### src/rtl/vga_pkg.sv
// Shared display constants for the pong pipeline: default VGA timing, colours, screen size
// and the sync/active bundle carried between the timing decode and the pins.
package vga_pkg;

    localparam int unsigned CNT_W = 10;

    localparam int unsigned H_ACTIVE = 640;
    localparam int unsigned H_FP     = 16;
    localparam int unsigned H_SYNC   = 96;
    localparam int unsigned H_BP     = 48;
    localparam int unsigned V_ACTIVE = 480;
    localparam int unsigned V_FP     = 10;
    localparam int unsigned V_SYNC   = 2;
    localparam int unsigned V_BP     = 33;

    localparam int unsigned H_TOTAL = H_ACTIVE + H_FP + H_SYNC + H_BP;
    localparam int unsigned V_TOTAL = V_ACTIVE + V_FP + V_SYNC + V_BP;

    localparam int unsigned SCREEN_W = H_ACTIVE;
    localparam int unsigned SCREEN_H = V_ACTIVE;

    typedef logic [11:0] rgb_t;

    localparam rgb_t COL_BLACK = 12'h000;
    localparam rgb_t COL_BLUE  = 12'h00F;
    localparam rgb_t COL_GREEN = 12'h0F0;
    localparam rgb_t COL_WHITE = 12'hFFF;

    typedef struct packed {
        logic hsync;
        logic vsync;
        logic active;
    } vga_sync_t;

    // Inclusive window test; an empty window (hi < lo) never matches.
    function automatic logic in_win(logic [CNT_W-1:0] v, int unsigned lo, int unsigned hi);
        return (32'(v) >= lo) && (32'(v) <= hi);
    endfunction

endpackage

### src/rtl/vga_wrap_counter.sv
// Enabled wrap-around counter 0..MAX with a combinational carry on the wrapping cycle;
// the next value is exported so callers can register decodes aligned with the count.
module vga_wrap_counter
    import vga_pkg::*;
#(
    parameter int unsigned MAX     = 799,
    parameter int unsigned RST_VAL = MAX
) (
    input  logic             clk,
    input  logic             rst,
    input  logic             en,
    output logic [CNT_W-1:0] count,
    output logic [CNT_W-1:0] count_next_c,
    output logic             carry_c
);

    logic [CNT_W-1:0] count_q;
    logic [CNT_W-1:0] count_d;

    always_comb begin
        count_d = count_q;
        carry_c = 1'b0;
        if (en) begin
            if (count_q == CNT_W'(MAX)) begin
                count_d = '0;
                carry_c = 1'b1;
            end else begin
                count_d = count_q + CNT_W'(1);
            end
        end
    end

    always_ff @(posedge clk or posedge rst) begin
        if (rst) begin
            count_q <= CNT_W'(RST_VAL);
        end else begin
            count_q <= count_d;
        end
    end

    assign count        = count_q;
    assign count_next_c = count_d;

endmodule

### src/rtl/vga_timing_pong.sv
// VGA raster timing for the pong display: pixel divider, h/v scan counters, registered sync decode.
// Define VGA_TIMING_ALIGN_EN to delay hsync/vsync/activevideo one clk behind the coordinates.
module vga_timing_pong #(
    parameter int unsigned H_ACTIVE = vga_pkg::H_ACTIVE,
    parameter int unsigned H_FP     = vga_pkg::H_FP,
    parameter int unsigned H_SYNC   = vga_pkg::H_SYNC,
    parameter int unsigned H_BP     = vga_pkg::H_BP,
    parameter int unsigned V_ACTIVE = vga_pkg::V_ACTIVE,
    parameter int unsigned V_FP     = vga_pkg::V_FP,
    parameter int unsigned V_SYNC   = vga_pkg::V_SYNC,
    parameter int unsigned V_BP     = vga_pkg::V_BP,
    parameter bit          SYNC_POL = 1'b0,
    parameter int unsigned CLK_DIV  = 1
) (
    input  logic                      clk,
    input  logic                      clr,
    output logic [vga_pkg::CNT_W-1:0] x_px,
    output logic [vga_pkg::CNT_W-1:0] y_px,
    output logic                      hsync,
    output logic                      vsync,
    output logic                      activevideo,
    output logic                      px_tick,
    output logic                      line_start,
    output logic                      frame_start
);

    import vga_pkg::*;

    localparam int unsigned H_TOT   = H_ACTIVE + H_FP + H_SYNC + H_BP;
    localparam int unsigned V_TOT   = V_ACTIVE + V_FP + V_SYNC + V_BP;
    localparam int unsigned HS_LO   = H_ACTIVE + H_FP;
    localparam int unsigned HS_HI   = H_ACTIVE + H_FP + H_SYNC - 1;
    localparam int unsigned VS_LO   = V_ACTIVE + V_FP;
    localparam int unsigned VS_HI   = V_ACTIVE + V_FP + V_SYNC - 1;
    localparam int unsigned DIV_W   = (CLK_DIV > 1) ? $clog2(CLK_DIV) : 1;
    localparam int unsigned DIV_MAX = (CLK_DIV > 1) ? CLK_DIV - 1 : 0;

    localparam vga_sync_t SYNC_RST = '{hsync: !SYNC_POL, vsync: !SYNC_POL, active: 1'b0};

    if (H_TOT > 1024 || V_TOT > 1024) begin : g_bad_total
        $error("vga_timing_pong: raster totals must not exceed 1024");
    end
    if (CLK_DIV < 1) begin : g_bad_div
        $error("vga_timing_pong: CLK_DIV must be at least 1");
    end

    logic [DIV_W-1:0] div_q;
    logic [DIV_W-1:0] div_d;
    logic             tick_c;

    logic [CNT_W-1:0] h_next_c;
    logic [CNT_W-1:0] v_next_c;
    logic             h_carry_c;
    logic             v_carry_c;

    vga_sync_t sync_q;
    vga_sync_t sync_d;
    vga_sync_t sync_out;

    logic px_tick_q;
    logic px_tick_d;
    logic line_start_q;
    logic line_start_d;
    logic frame_start_q;
    logic frame_start_d;

    assign tick_c = (div_q == DIV_W'(DIV_MAX));

    vga_wrap_counter #(
        .MAX     (H_TOT - 1),
        .RST_VAL (H_TOT - 1)
    ) u_h_cnt (
        .clk          (clk),
        .rst          (clr),
        .en           (tick_c),
        .count        (x_px),
        .count_next_c (h_next_c),
        .carry_c      (h_carry_c)
    );

    vga_wrap_counter #(
        .MAX     (V_TOT - 1),
        .RST_VAL (V_TOT - 1)
    ) u_v_cnt (
        .clk          (clk),
        .rst          (clr),
        .en           (h_carry_c),
        .count        (y_px),
        .count_next_c (v_next_c),
        .carry_c      (v_carry_c)
    );

    // Decode from the counters' next values so the registered flags line up with x_px/y_px.
    always_comb begin
        div_d         = tick_c ? '0 : div_q + DIV_W'(1);
        sync_d        = SYNC_RST;
        sync_d.hsync  = in_win(h_next_c, HS_LO, HS_HI) ? SYNC_POL : !SYNC_POL;
        sync_d.vsync  = in_win(v_next_c, VS_LO, VS_HI) ? SYNC_POL : !SYNC_POL;
        sync_d.active = (32'(h_next_c) < H_ACTIVE) && (32'(v_next_c) < V_ACTIVE);
        px_tick_d     = tick_c;
        line_start_d  = h_carry_c;
        frame_start_d = h_carry_c && v_carry_c;
    end

    always_ff @(posedge clk or posedge clr) begin
        if (clr) begin
            div_q         <= '0;
            sync_q        <= SYNC_RST;
            px_tick_q     <= 1'b0;
            line_start_q  <= 1'b0;
            frame_start_q <= 1'b0;
        end else begin
            div_q         <= div_d;
            sync_q        <= sync_d;
            px_tick_q     <= px_tick_d;
            line_start_q  <= line_start_d;
            frame_start_q <= frame_start_d;
        end
    end

`ifdef VGA_TIMING_ALIGN_EN
    // Extra stage matches the renderer's registered colour output.
    vga_sync_t sync_dly_q;

    always_ff @(posedge clk or posedge clr) begin
        if (clr) begin
            sync_dly_q <= SYNC_RST;
        end else begin
            sync_dly_q <= sync_q;
        end
    end

    assign sync_out = sync_dly_q;
`else
    assign sync_out = sync_q;
`endif

    assign hsync       = sync_out.hsync;
    assign vsync       = sync_out.vsync;
    assign activevideo = sync_out.active;
    assign px_tick     = px_tick_q;
    assign line_start  = line_start_q;
    assign frame_start = frame_start_q;

endmodule

### config.mk
export PLATFORM = sky130hd
export DESIGN_NAME = vga_timing_pong
export DESIGN_NICKNAME = d
export VERILOG_FILES = /design/src/rtl/vga_pkg.sv /design/src/rtl/vga_wrap_counter.sv /design/src/rtl/vga_timing_pong.sv
export SDC_FILE = /design/constraint.sdc
export NUM_CORES = 1
export LEC_CHECK = 0
export CAP_MARGIN = 40
export CELL_PAD_IN_SITES_DETAIL_PLACEMENT = 1
export CELL_PAD_IN_SITES_GLOBAL_PLACEMENT = 1
export CORE_AREA = 5 5 68 70
export CTS_BUF_LIST = sky130_fd_sc_hd__clkbuf_8 sky130_fd_sc_hd__clkbuf_16
export DETAILED_ROUTE_END_ITERATION = 8
export DIE_AREA = 0 0 73 75
export GPL_TIMING_DRIVEN = 1
export PLACE_DENSITY = 0.69
export SYNTH_ARGS = -nofsm -noshare
export SYNTH_HDL_FRONTEND = slang
export SYNTH_HIERARCHICAL = 1
export SYNTH_SLANG_ARGS = --single-unit
export TNS_END_PERCENT = 10
### constraint.sdc
create_clock -name clk -period 4.5 [get_ports clk]
set_input_delay 0.675 -clock clk [delete_from_list [all_inputs] [get_ports clk]]
set_output_delay 0.675 -clock clk [all_outputs]
set_load 0.05 [all_outputs]
After elaboration in Yosys (flattened, before gate mapping)
Index checks and enable logic that the tools add are counted.
{"block": "word_totals", "ff_bits": 27, "in_bits": 2, "out_inout_bits": 26, "wordCells": 36}
{"block": "op_classes", "n_addsub": 3, "magnitude_cmp": 6, "eq_ne": 2, "muxes": 11, "bitwise_logic": 1, "n_reduce_logical": 4}
{"cell": "$mux W10", "n": 4}
{"cell": "$add A10 B1 Y10 const B", "n": 2}
{"cell": "$eq A10 B10 Y1 const B", "n": 2}
{"cell": "$ge A10 B10 Y1 const B", "n": 1}
{"cell": "$ge A10 B9 Y1 const B", "n": 1}
{"cell": "$le A10 B10 Y1 const B", "n": 1}
{"cell": "$le A10 B9 Y1 const B", "n": 1}
{"cell": "$lt A10 B10 Y1 const B", "n": 1}
{"cell": "$lt A10 B9 Y1 const B", "n": 1}
{"cell": "$mux W1", "n": 7}
{"cell": "$logic_and A1 B1 Y1", "n": 4}
{"cell": "$add A1 B1 Y1 const B", "n": 1}
{"cell": "$not A1 Y1", "n": 1}

Depth between registers and ports, before layout
{"block": "depth", "depth_word": 7, "mapped_depth": 9, "mapped_depth_nobuf": 8}

Cells and area by module
The synthesis kept the hierarchy.
{"mod": "vga_wrap_counter (u_v_cnt)", "n_inst": 1, "cells_each": 56, "area_per_inst_um2": 544.3, "seq_area_each_um2": 254.0}
{"mod": "vga_wrap_counter (u_h_cnt)", "n_inst": 1, "cells_each": 47, "area_per_inst_um2": 531.8, "seq_area_each_um2": 259.0}
{"mod": "vga_timing_pong", "n_inst": 1, "cells_each": 18, "area_per_inst_um2": 229.0, "seq_area_each_um2": 152.6}

Least setup slack after synthesis
No wires, ideal clock.
{"block": "synth_timing", "path_type": "register to register", "from": "register u_h_cnt.count_q[0], in the netlist u_h_cnt/count[0]", "to": "register sync_q (netlist bit activevideo)", "setup_time_ns": 0.128, "arrival_ns": 2.535, "required_ns": 4.372, "slack_ns": 1.837, "path_stages_with_launch": 9, "n_path_buf": 1, "synth_period_minus_slack_ns": 2.663, "path_cell_list": "dfstp_2 > ha_1 > nand2_1 > nor4_4 > buf_6 > nand3_2 > or4_1 > a21oi_1 > nor3_1"}
{"item": "start, declared", "line_no": "vga_wrap_counter.sv:17", "rtl": "logic [CNT_W-1:0] count_q;"}
{"item": "start signal, assigned", "line_no": "vga_wrap_counter.sv:35", "rtl": "count_q <= CNT_W'(RST_VAL);"}
{"item": "start signal, assigned", "line_no": "vga_wrap_counter.sv:37", "rtl": "count_q <= count_d;"}
{"item": "end signal, assigned", "line_no": "vga_timing_pong.sv:114", "rtl": "sync_q <= sync_d;"}
{"item": "end, declared", "line_no": "vga_timing_pong.sv:56", "rtl": "vga_sync_t sync_q;"}

==> flow_summary_export.csv <==
group,metric,value,unit
pwr,seqPwrFrac,42.4,%
flow_run,drv_cap,0,
clock_tree,cts_hold_buf,0,
die,io_pins,28,
critical_path,cp_slowest_cell,"nor4_4",
global_route,grt_pass1_vias,1109,
synth,syn_area,0.00131,sq mm
cells_and_area,fillers,451,
min_path,hp-start,"u_h_cnt/count[2]$_DFF_PP1_",
place,gp_congestion,0.787,
global_route,grt_util_met1,14.7,%
sta,post-route-period-util,63.9,%
critical_path,arrival,3.03,ns
sta,worst_pin_slew,0.828,ns
global_route,grt_util_all_layers,12.3,%
global_route,use_met3,2.40,%
die,fp.dieH,75,um
route,wl_per_cell,15.7,um
pwr,p_sw_share,38.1,%
pwr,power.density,469,mW/mm^2
synth,yosysSeqAreaShare,51.0,%
cells_and_area,multi_input_area,593,sq um
route,dr.pass1.iters,4,
pwr,ir_worst_vdd,0.160,mV
clock_tree,clkTransAtPathRegs,0.09,ns
clock_tree,clk_latency,0.27,ns
route,drt_iter0_markers,28,
clock_tree,htreeDepth,1,
cells_and_area,register_area,666,sq um
place,port_buffers,27,
sta,min_period,2.87,ns
sta,finalSetupTns,0,ns
sta,max_freq,0.348,GHz
global_route,grt_antenna_before_repair,0,
global_route,top_usage_layer,"met2",
cells_and_area,nets,156,
route,drc_errors,0,
synth,synth_cell_types,40,
synth,yosys_warnings,6,
route,vias_per_cell,5.11,
critical_path,crit_type,"reg2reg",
cells_and_area,stdcell_area,0.00169,sq mm
min_path,min_to,"u_h_cnt/count[2]$_DFF_PP1_",
critical_path,cpPeakStageDelay,0.73,ns
cells_and_area,n_antenna_cell,0,
sta,grt_setup_unrepaired,"no",
global_route,grtUsageMet2,22.3,%
critical_path,r2r-end,"activevideo$_DFF_PP0_",
critical_path,reg2regPathDepth,7,
cells_and_area,drive_above_1_share,16.0,%
sta,hold_viol_final,0,
clock_tree,cts_sinks,26,
route,routed_wl,3130,um
place,hpwl,2450,um
die,start_util,33.3,%
global_route,grt_max_degree,18,
sta,slew_violations,0,
die,dieArea,0.00548,sq mm
critical_path,cp_max_fo,17,
run_status,status,"finished clean",
pwr,combPwrFrac,33.5,%
critical_path,start_kind,"flop",
critical_path,r2r-start,"u_h_cnt/count[0]$_DFF_PP1_",
die,die_w,73,um
min_path,hold_depth,1,
route,num_vias,1022,
sta,relSlewSlack,44.4,%
pwr,p_clk_share,24.1,%
sta,finClkSkew,0.00560,ns
critical_path,endpoint_kind,"flop",
cells_and_area,area_delta_synth_final,29.7,%
synth,ys_ff_latch,26,
clock_tree,cts-root-buf,"clkbuf_8",
clock_tree,cts_buffers,3,
route,antenna_left,0,
global_route,grt_first_pass_wirelength,5270,um
pwr,internal-power,0.492,mW
clock_tree,ctsResizeCount,0,
clock_tree,cts_tree,"built",
die,row_count,23,
sta,setup_viol_count_final,0,
critical_path,path_cells,"ha_1 > nand2_1 > nor4_4 > nand3_2 > or4_1 > a21oi_1 > nor3_1",
place,placed_area,0.00162,sq mm
sta,whs,0.540,ns
clock_tree,post-cts-setup-buffers,0,
pwr,p_switching,0.302,mW
min_path,min_path_type,"reg2reg",
critical_path,required,4.65,ns
pwr,power_leakage,0.674,nW
die,core_area,0.00391,sq mm
global_route,grt_overflow_total,0,
clock_tree,max-clock-path-buffers,2,
critical_path,rrSetupSlack,1.63,ns
synth,avgSynthCellArea,10.8,sq um
synth,synthCells,121,
## metal layers
metal	vias to the layer above	share of wire, %
li1	497	-
met1	497	44
met2	24	50
met3	4	4.7
met4	0	1.1
met5	-	0
## power groups by stage
stage	combinational [mW]	clock, mW	sequential (mW)
finish	0.266	0.191	0.337
global route	0.282	0.208	0.344
CTS	0.269	0.195	0.338
detailed placement	0.268	0	0.342
global placement	0.265	0	0.337
floorplan	0.0781	0	0.443
## flip-flops by register name, summed over array words and instances, names as in the netlist
name / count
hsync: 1
activevideo: 1
frame_start: 1
px_tick: 1
vsync: 1
u_v_cnt/count: 10
line_start: 1
u_h_cnt/count: 10
## area by class of cell
cell class | count | share of cell area, %
inverters | 8 | 1.77
repair buffers | 27 | 16.0
multi-input cells | 85 | 35.0
clock buffers | 3 | 2.44
well taps | 50 | 3.70
flip-flops and latches | 26 | 39.3
clock inverters | 1 | 1.77
## placed cells by master, fill, tap and decap left out, types with 2 or more instances in the layout
cell and n:
clkdlybuf4s50_1 27, dfrtp_1 14, dfstp_2 12, nor3_1 9, nand2_1 9, inv_1 8, nand4_1 6, xor2_1 6
nand3_1 5, o21ai_0 5, xnor2_1 4, nor2_1 4, clkbuf_8 3, a21oi_1 3, o31ai_1 3, ha_1 3
or3_1 2, conb_1 2, nand4bb_1 2, nand3_2 2, or4_1 2
## cells in the mapped netlist, drive strengths merged
| cell | n | area, sq um |
|---|---|---|
| and4 | 2 | 18.8 |
| nor4bb | 1 | 10.0 |
| nand3 | 8 | 62.6 |
| nor3 | 9 | 45.0 |
| or3 | 3 | 20.0 |
| clkbuf | 1 | 3.75 |
| xor2 | 6 | 52.6 |
| nand3b | 1 | 7.51 |
| a31oi | 1 | 6.26 |
| nand2 | 9 | 33.8 |
| dfstp | 12 | 315 |
| o22ai | 1 | 6.26 |
| or4 | 3 | 26.3 |
| a21oi | 4 | 23.8 |
| a2bb2oi | 1 | 8.76 |
| o21a | 1 | 7.51 |
| conb | 1 | 3.75 |
| ha | 3 | 37.5 |
| nor2 | 4 | 15.0 |
| nor4 | 1 | 21.3 |
| nand4 | 6 | 37.5 |
| o221ai | 1 | 8.76 |
| o31ai | 3 | 22.5 |
| buf | 2 | 16.3 |
| xnor2 | 4 | 35.0 |
| o311ai | 1 | 8.76 |
| nand4bb | 2 | 22.5 |
| inv | 8 | 30.0 |
| o21ai | 5 | 25.0 |
| nor2b | 1 | 6.26 |
| and2 | 1 | 6.26 |
| mux2i | 1 | 10.0 |
| dfrtp | 14 | 350 |
## how the worst max path moves through the flow
| stage | start | cells past startpoint | end |
|---|---|---|---|
| 2_1_floorplan | u_h_cnt/count[0]$_DFF_PP1_ | 8 | activevideo$_DFF_PP0_ |
| 3_3_place_gp | u_h_cnt/count[0]$_DFF_PP1_ | 7 | activevideo$_DFF_PP0_ |
| 3_5_place_dp | u_h_cnt/count[0]$_DFF_PP1_ | 7 | activevideo$_DFF_PP0_ |
| 4_1_cts | u_h_cnt/count[0]$_DFF_PP1_ | 7 | activevideo$_DFF_PP0_ |
| 5_1_grt | u_h_cnt/count[0]$_DFF_PP1_ | 7 | activevideo$_DFF_PP0_ |
| 6_report | u_h_cnt/count[0]$_DFF_PP1_ | 7 | activevideo$_DFF_PP0_ |
## critical path: cells and delay by family (launching register included)
| kind | cells | cell delay [ns] |
|---|---|---|
| DFF | 1 | 0.60 |
| adders and majority gates | 1 | 0.19 |
| and+or+nand+nor | 5 | 1.72 |
| AOI/OAI and AO/OA | 1 | 0.25 |
## stage by stage
stage	total power, mW	setup slack (ns)	std cells	util [%]
finish	0.794	1.63	200	43.3
global route	0.834	1.37	200	43.3
CTS	0.802	1.59	200	43.3
detailed placement	0.610	1.63	196	41.4
global placement	0.603	1.73	196	41.4
floorplan	0.521	1.84	122	-
## logic make-up after synthesis
group                      after synthesis  share of synthesized area (%)
and+or+nand+nor                         51                           25.5
muxes                                    1                          0.767
AOI/OAI and AO/OA                       18                           9.01
adders and majority gates                3                           2.88
buffers and inverters                   11                           3.83
DFF                                     26                           51.0
xor gates and xnor gates                10                           6.71
other                                    1                          0.287
Power figures use the tool's default switching activity.
